`src/rtl/cosim_loopback_multi_pkg.sv`:
```
// Shared types for the multi-channel cosim loopback.
// Provides the per-channel transform selector enum.
package cosim_loopback_pkg;

  localparam int MODE_BITS = 2;

  typedef enum logic [MODE_BITS-1:0] {
    MODE_PASS   = 2'd0,
    MODE_INVERT = 2'd1,
    MODE_INCR   = 2'd2,
    MODE_BSWAP  = 2'd3
  } loopback_mode_e;

endpackage

```
`src/rtl/cosim_loopback_multi_if.sv`:
```
// Endpoint-side token streams of the loopback, one bit/lane per channel.
// master = endpoint side, slave = loopback side.
interface cosim_loopback_multi_if #(
  parameter int N = 2,
  parameter int W = 24
);
  logic [N-1:0]        DataOutValid;
  logic [N-1:0]        DataOutReady;
  logic [N-1:0][W-1:0] DataOut;
  logic [N-1:0]        DataInValid;
  logic [N-1:0]        DataInReady;
  logic [N-1:0][W-1:0] DataIn;

  modport master (
    output DataOutValid, DataOut, DataInReady,
    input  DataOutReady, DataInValid, DataIn
  );

  modport slave (
    input  DataOutValid, DataOut, DataInReady,
    output DataOutReady, DataInValid, DataIn
  );
endinterface

```
`src/rtl/cosim_loopback_multi_fifo.sv`:
```
// Per-channel FIFO with valid/ready on both sides.
// Ports: clk, rst, in_valid/in_ready/in_data, out_valid/out_ready/out_data.
module cosim_loopback_fifo #(
  parameter int WIDTH = 24,
  parameter int DEPTH = 4
) (
  input  logic             clk,
  input  logic             rst,
  input  logic             in_valid,
  output logic             in_ready,
  input  logic [WIDTH-1:0] in_data,
  output logic             out_valid,
  input  logic             out_ready,
  output logic [WIDTH-1:0] out_data
);
  localparam int AW = $clog2(DEPTH);

  logic [AW:0]      wptr;
  logic [AW:0]      rptr;
  logic [WIDTH-1:0] mem [DEPTH];
  logic             full;
  logic             empty;
  logic             push;
  logic             pop;

  // Extra pointer bit tells full from empty when indices match.
  assign empty = (wptr == rptr);
  assign full  = (wptr[AW] != rptr[AW]) &&
                 (wptr[AW-1:0] == rptr[AW-1:0]);

  // Ready comes only from stored state: a pop never frees a slot
  // for a push in the same cycle.
  assign in_ready  = !full;
  assign out_valid = !empty;
  assign push      = in_valid && !full;
  assign pop       = out_ready && !empty;

  // Idle output is zero rather than a stale entry.
  assign out_data = empty ? '0 : mem[rptr[AW-1:0]];

  always_ff @(posedge clk) begin
    if (rst) begin
      wptr <= '0;
      rptr <= '0;
    end else begin
      if (push) wptr <= wptr + 1'b1;
      if (pop)  rptr <= rptr + 1'b1;
    end
  end

  always_ff @(posedge clk) begin
    if (push) mem[wptr[AW-1:0]] <= in_data;
  end
endmodule

```
`src/rtl/cosim_loopback_multi.sv`:
```
// Multi-channel cosim loopback: transform on accept, FIFO, return.
// Ports: clk, rst, bus (token streams), Mode, RxCount, TxCount.
module cosim_loopback_multi
  import cosim_loopback_pkg::*;
#(
  parameter int NUM_CHANNELS   = 2,
  parameter int TYPE_SIZE_BITS = 24,
  parameter int DEPTH          = 4,
  parameter int CNT_BITS       = 32
) (
  input  logic                                   clk,
  input  logic                                   rst,
  cosim_loopback_multi_if.slave                  bus,
  input  logic [NUM_CHANNELS-1:0][MODE_BITS-1:0] Mode,
  output logic [NUM_CHANNELS-1:0][CNT_BITS-1:0]  RxCount,
  output logic [NUM_CHANNELS-1:0][CNT_BITS-1:0]  TxCount
);
  localparam int W  = TYPE_SIZE_BITS;
  localparam int NB = W / 8;

  for (genvar i = 0; i < NUM_CHANNELS; i++) begin : g_ch
    logic [W-1:0]        din;
    logic [W-1:0]        swp;
    logic [W-1:0]        xf;
    logic [W-1:0]        dout;
    logic                rdy;
    logic                vld;
    logic                push;
    logic                pop;
    logic [CNT_BITS-1:0] rx;
    logic [CNT_BITS-1:0] tx;

    assign din = bus.DataOut[i];

    always_comb begin
      swp = '0;
      for (int b = 0; b < NB; b++) begin
        swp[b*8 +: 8] = din[(NB-1-b)*8 +: 8];
      end
    end

    // Transform is fixed at enqueue time with this cycle's Mode.
    always_comb begin
      xf = din;
      unique case (loopback_mode_e'(Mode[i]))
        MODE_PASS:   xf = din;
        MODE_INVERT: xf = ~din;
        MODE_INCR:   xf = din + 1'b1;
        MODE_BSWAP:  xf = swp;
      endcase
    end

    cosim_loopback_fifo #(
      .WIDTH (W),
      .DEPTH (DEPTH)
    ) u_fifo (
      .clk       (clk),
      .rst       (rst),
      .in_valid  (bus.DataOutValid[i]),
      .in_ready  (rdy),
      .in_data   (xf),
      .out_valid (vld),
      .out_ready (bus.DataInReady[i]),
      .out_data  (dout)
    );

    assign push = bus.DataOutValid[i] && rdy;
    assign pop  = vld && bus.DataInReady[i];

    always_ff @(posedge clk) begin
      if (rst) begin
        rx <= '0;
        tx <= '0;
      end else begin
        if (push) rx <= rx + 1'b1;
        if (pop)  tx <= tx + 1'b1;
      end
    end

    assign bus.DataOutReady[i] = rdy;
    assign bus.DataInValid[i]  = vld;
    assign bus.DataIn[i]       = dout;
    assign RxCount[i]          = rx;
    assign TxCount[i]          = tx;
  end
endmodule
```
`src/flat_wrapper.sv`:
```
// flat-port wrapper written by rule: the top's interface ports become plain ports
module cosim_loopback_multi_flat import cosim_loopback_pkg::*;
#(
  parameter int NUM_CHANNELS   = 2,
  parameter int TYPE_SIZE_BITS = 24,
  parameter int DEPTH          = 4,
  parameter int CNT_BITS       = 32
)
  (clk, rst, Mode, RxCount, TxCount, bus_DataOutValid, bus_DataOut, bus_DataInReady, bus_DataOutReady, bus_DataInValid, bus_DataIn);
  cosim_loopback_multi_if bus_i ();
  input  logic clk;
  input  logic rst;
  input  logic [NUM_CHANNELS-1:0][MODE_BITS-1:0] Mode;
  output logic [NUM_CHANNELS-1:0][CNT_BITS-1:0] RxCount;
  output logic [NUM_CHANNELS-1:0][CNT_BITS-1:0] TxCount;
  input wire logic [$bits(bus_i.DataOutValid)-1:0] bus_DataOutValid;
  input wire logic [$bits(bus_i.DataOut)-1:0] bus_DataOut;
  input wire logic [$bits(bus_i.DataInReady)-1:0] bus_DataInReady;
  output wire logic [$bits(bus_i.DataOutReady)-1:0] bus_DataOutReady;
  output wire logic [$bits(bus_i.DataInValid)-1:0] bus_DataInValid;
  output wire logic [$bits(bus_i.DataIn)-1:0] bus_DataIn;
  assign bus_i.DataOutValid = bus_DataOutValid;
  assign bus_i.DataOut = bus_DataOut;
  assign bus_i.DataInReady = bus_DataInReady;
  assign bus_DataOutReady = bus_i.DataOutReady;
  assign bus_DataInValid = bus_i.DataInValid;
  assign bus_DataIn = bus_i.DataIn;
  cosim_loopback_multi #(.NUM_CHANNELS(NUM_CHANNELS), .TYPE_SIZE_BITS(TYPE_SIZE_BITS), .DEPTH(DEPTH), .CNT_BITS(CNT_BITS)) u_core (.clk(clk), .rst(rst), .bus(bus_i), .Mode(Mode), .RxCount(RxCount), .TxCount(TxCount));
endmodule
```
`config.mk`:
```
export PLATFORM = sky130hd
export DESIGN_NAME = cosim_loopback_multi_flat
export DESIGN_NICKNAME = d
export VERILOG_FILES = /design/src/rtl/cosim_loopback_multi_pkg.sv /design/src/rtl/cosim_loopback_multi_if.sv /design/src/rtl/cosim_loopback_multi_fifo.sv /design/src/rtl/cosim_loopback_multi.sv /design/src/flat_wrapper.sv
export SDC_FILE = /design/constraint.sdc
export NUM_CORES = 1
export LEC_CHECK = 0
export ABC_AREA = 1
export CAP_MARGIN = 15
export CORE_MARGIN = 10
export CORE_UTILIZATION = 55
export DETAILED_ROUTE_END_ITERATION = 8
export PLACE_DENSITY_LB_ADDON = 0.3
export SYNTH_ARGS = -nofsm -noshare
export SYNTH_HDL_FRONTEND = slang
export SYNTH_SLANG_ARGS = --single-unit
export TNS_END_PERCENT = 20
```
`constraint.sdc`:
```
create_clock -name clk -period 2.81 [get_ports clk]
set_input_delay 0.281 -clock clk [delete_from_list [all_inputs] [get_ports clk]]
set_output_delay 0.281 -clock clk [all_outputs]
set_load 0.05 [all_outputs]
```
==> flow_metrics.env <==
export IMPL_hold_violations=0
export IMPL_grt_pass1_wl_mm=82.8
export IMPL_startpoint_type="flop"
export IMPL_period_share_pct=92.5
export IMPL_required_ns=2.53
export IMPL_cp_max_fo=46
export IMPL_drt_iter0_markers=1184
export IMPL_fmax_mhz=385
export IMPL_hold_buffers=0
export IMPL_cts_resized=0
export IMPL_cts_tree="done"
export IMPL_worst_r2r_cell_count=9
export IMPL_yosys_area_top_type="edfxtp_1"
export IMPL_path_common_cell="inv_1"
export IMPL_root_buffer="clkbuf_16"
export IMPL_grt_overflow=0
export IMPL_hp_class="in2reg"
export IMPL_drv_slew=0
export IMPL_dp_hpwl_mm=36.2
export IMPL_hp_start="rst"
export IMPL_tightestPinTransition_ns=0.884
export IMPL_dieArea_mm2=0.0401
export IMPL_drt_wl_total_mm=51.2
export IMPL_max_slew_margin_pct=41.1
export IMPL_end_kind="primary output"
export IMPL_cts_made_buffers=38
export IMPL_nets=2673
export IMPL_drtPass1Iterations=7
export IMPL_h_tree_depth=2
export IMPL_fin_crit_ns=2.60
export IMPL_worstPathCellList="inv_1 -> clkbuf_8 -> nor2_1 -> o32ai_1 -> nand2_1 -> inv_1 -> buf_4"
export IMPL_synthDistinctLibCells=47
export IMPL_ant_nets=0
export IMPL_ys_seq_area_share_pct=48.4
export IMPL_synthArstFlopShare_pct=0
export IMPL_avgSynthCellArea_um2=7.53
export IMPL_grt_antenna_before_repair=3
export IMPL_gp_congestion=0.968
export IMPL_clock_latency_ns=0.53
export IMPL_syn_nets=2448
export IMPL_synth_seq_cells=336
export IMPL_status="complete, no violations"
export IMPL_chipHeight_um=200
export IMPL_vias=16600
export IMPL_rr_startpoint="u_core.g_ch[1].u_fifo.wptr[0]"
export IMPL_core_mm2=0.0318
export IMPL_yosysWarnings=0
export IMPL_syn_inst=2374
export IMPL_fin_skew_ns=0.0212
export IMPL_syn_to_final_growth_pct=22.5
export IMPL_holdPathStages=4
export IMPL_clock_tree_buffer_depth=3
export IMPL_antennaDiodeCount=0
export IMPL_grt_max_degree=76
export IMPL_ys_top_cells_by_area="edfxtp_1 (32%), dfxtp_1 (16%), nand2_1 (14%)"
export IMPL_post_cts_setup_buffers=0
export IMPL_initial_core_util_pct=56.2
export IMPL_path_class="reg2out"
export IMPL_cp_arrival_ns=2.32
export IMPL_wl_per_cell_um=16.7
export IMPL_portBuffers=237
export IMPL_synth_top_cell_area_share_pct=32.2
export IMPL_viasPerCell=5.43
export IMPL_layout_drive_gt1_share_pct=7.42
export IMPL_holdWs_ns=0.393
export IMPL_rsz0062_at_grt="false"
export IMPL_drc=0
export IMPL_irDropWorstVdd_v=0.000425
export IMPL_grt_pass1_vias=15900
export IMPL_cts_reportedPaths_clkPinSlew_ns=0.06
export IMPL_yosysMostFrequentCell="nand2_1"
export IMPL_leakage_nw=8.07
export IMPL_track_usage_pct=24.5
export IMPL_netlist_top_cells_count="nand2_1 (684), nor2_1 (469), inv_1 (212)"
export IMPL_num_rows=65
export IMPL_cap_viol_max_count=0
export IMPL_netlist_area_mm2=0.0179
export IMPL_die_w_um=200
export IMPL_setup_viol=0
export IMPL_synth_main_ff_cell="edfxtp_1"
export IMPL_critPathSlowestCell="dfxtp_1"
export IMPL_slowest_delay_ns=0.48
export IMPL_power_density_mw_per_mm2=638
export IMPL_cts_sinks=336
export IMPL_ios=238
export IMPL_synth_edf_count=192
export IMPL_fin_setup_tns_ns=0
## per-stage QoR
stage,util (%),setup WS (ns),area (µm²),total power [W],instances
global route,68.9,0.00645,21900,0.0145,3063
finish,68.9,0.211,21900,0.0140,3063
CTS,68.9,0.0573,21900,0.0141,3063
floorplan,-,0.343,17900,0.00780,2374
global placement,64.6,0.447,20600,0.00879,2994
detailed placement,64.6,0.406,20600,0.00884,2994
## state kept, by name, summed over array words and instances, names as in the netlist, named ones only
signal and flops:
u_core.g_ch.u_fifo.rptr 6, u_core.g_ch.u_fifo.wptr 6, u_core.g_ch.tx 64, u_core.g_ch.rx 64, u_core.g_ch.u_fifo.mem 192
## layer usage
| layer | GRT usage (%) | wire [µm] | vias to the layer above |
|---|---|---|---|
| met3 | 4.87 | 3740 | 97 |
| li1 | - | - | 8233 |
| met5 | 0 | 46 | - |
| met2 | 41.5 | 24900 | 624 |
| met1 | 30.9 | 21300 | 7683 |
| met4 | 7.71 | 1250 | 6 |
## logic make-up after synthesis
group	Yosys count	synth area share, %
compound gates	301	10.0
buf+inv	305	6.94
simple gates	1363	30.9
xor+xnor	51	2.58
flops	336	48.4
mux	2	0.112
fa+ha+maj	16	1.12
## layout by cell type, fill, tap and decap left out, drive strengths merged
cell,synthesis,routed
nor2b,1,1
clkbuf,35,55
clkdlybuf4s50,0,188
clkinv,0,8
o2111ai,2,2
o22ai,1,1
o211ai,7,7
mux2i,2,2
nor3b,4,4
o21bai,5,5
o21ai,104,104
bufinv,0,5
xnor2,25,25
a21oi,115,115
nor3,10,10
a31oi,2,2
buf,47,78
nand3b,2,2
o221ai,3,3
nor4,1,1
dfxtp,144,144
nor2,491,491
clkinvlp,0,1
edfxtp,192,192
a221oi,9,9
and2,2,2
nand3,133,133
inv,223,224
o21a,1,1
o31ai,1,1
xor2,26,26
nand4,26,26
ha,16,16
nand2,689,689
o32ai,48,48
and3,4,4
a22oi,3,3
## critical path, delay by kind of cell, from the launching register on
| kind | cells | cell delay [ns] |
|---|---|---|
| buffers and inverters | 4 | 0.78 |
| flip-flops | 1 | 0.48 |
| AO/OA/AOI/OAI | 1 | 0.33 |
| AND/OR/NAND/NOR | 2 | 0.17 |
## worst paths after layout
path | endpoint | slack, ns
worst max-delay path | bus_DataIn[37] | 0.21
worst min register to register | u_core.g_ch[0].u_fifo.wptr[2] | 0.49
worst max register to register | u_core.g_ch[1].rx[8] | 0.58
worst min-delay path | u_core.g_ch[1].rx[25] | 0.39
## final cells by class
| cell class | instances | area, µm² |
|---|---|---|
| multi-input combinational | 1733 | 8020 |
| clock inverter | 15 | 208 |
| tap | 435 | 544 |
| sequential | 336 | 8650 |
| clock buffer | 54 | 1140 |
| timing repair buffer | 267 | 2520 |
| fill | 2579 | 9890 |
| inverter | 223 | 840 |
## where the power goes
part	switching (W)	total [W]	internal, W
combinational	0.00229	0.00317	0.000886
clock	0.00197	0.00525	0.00328
sequential	0.000103	0.00556	0.00546
No activity file was read; power rests on OpenSTA's default activity.
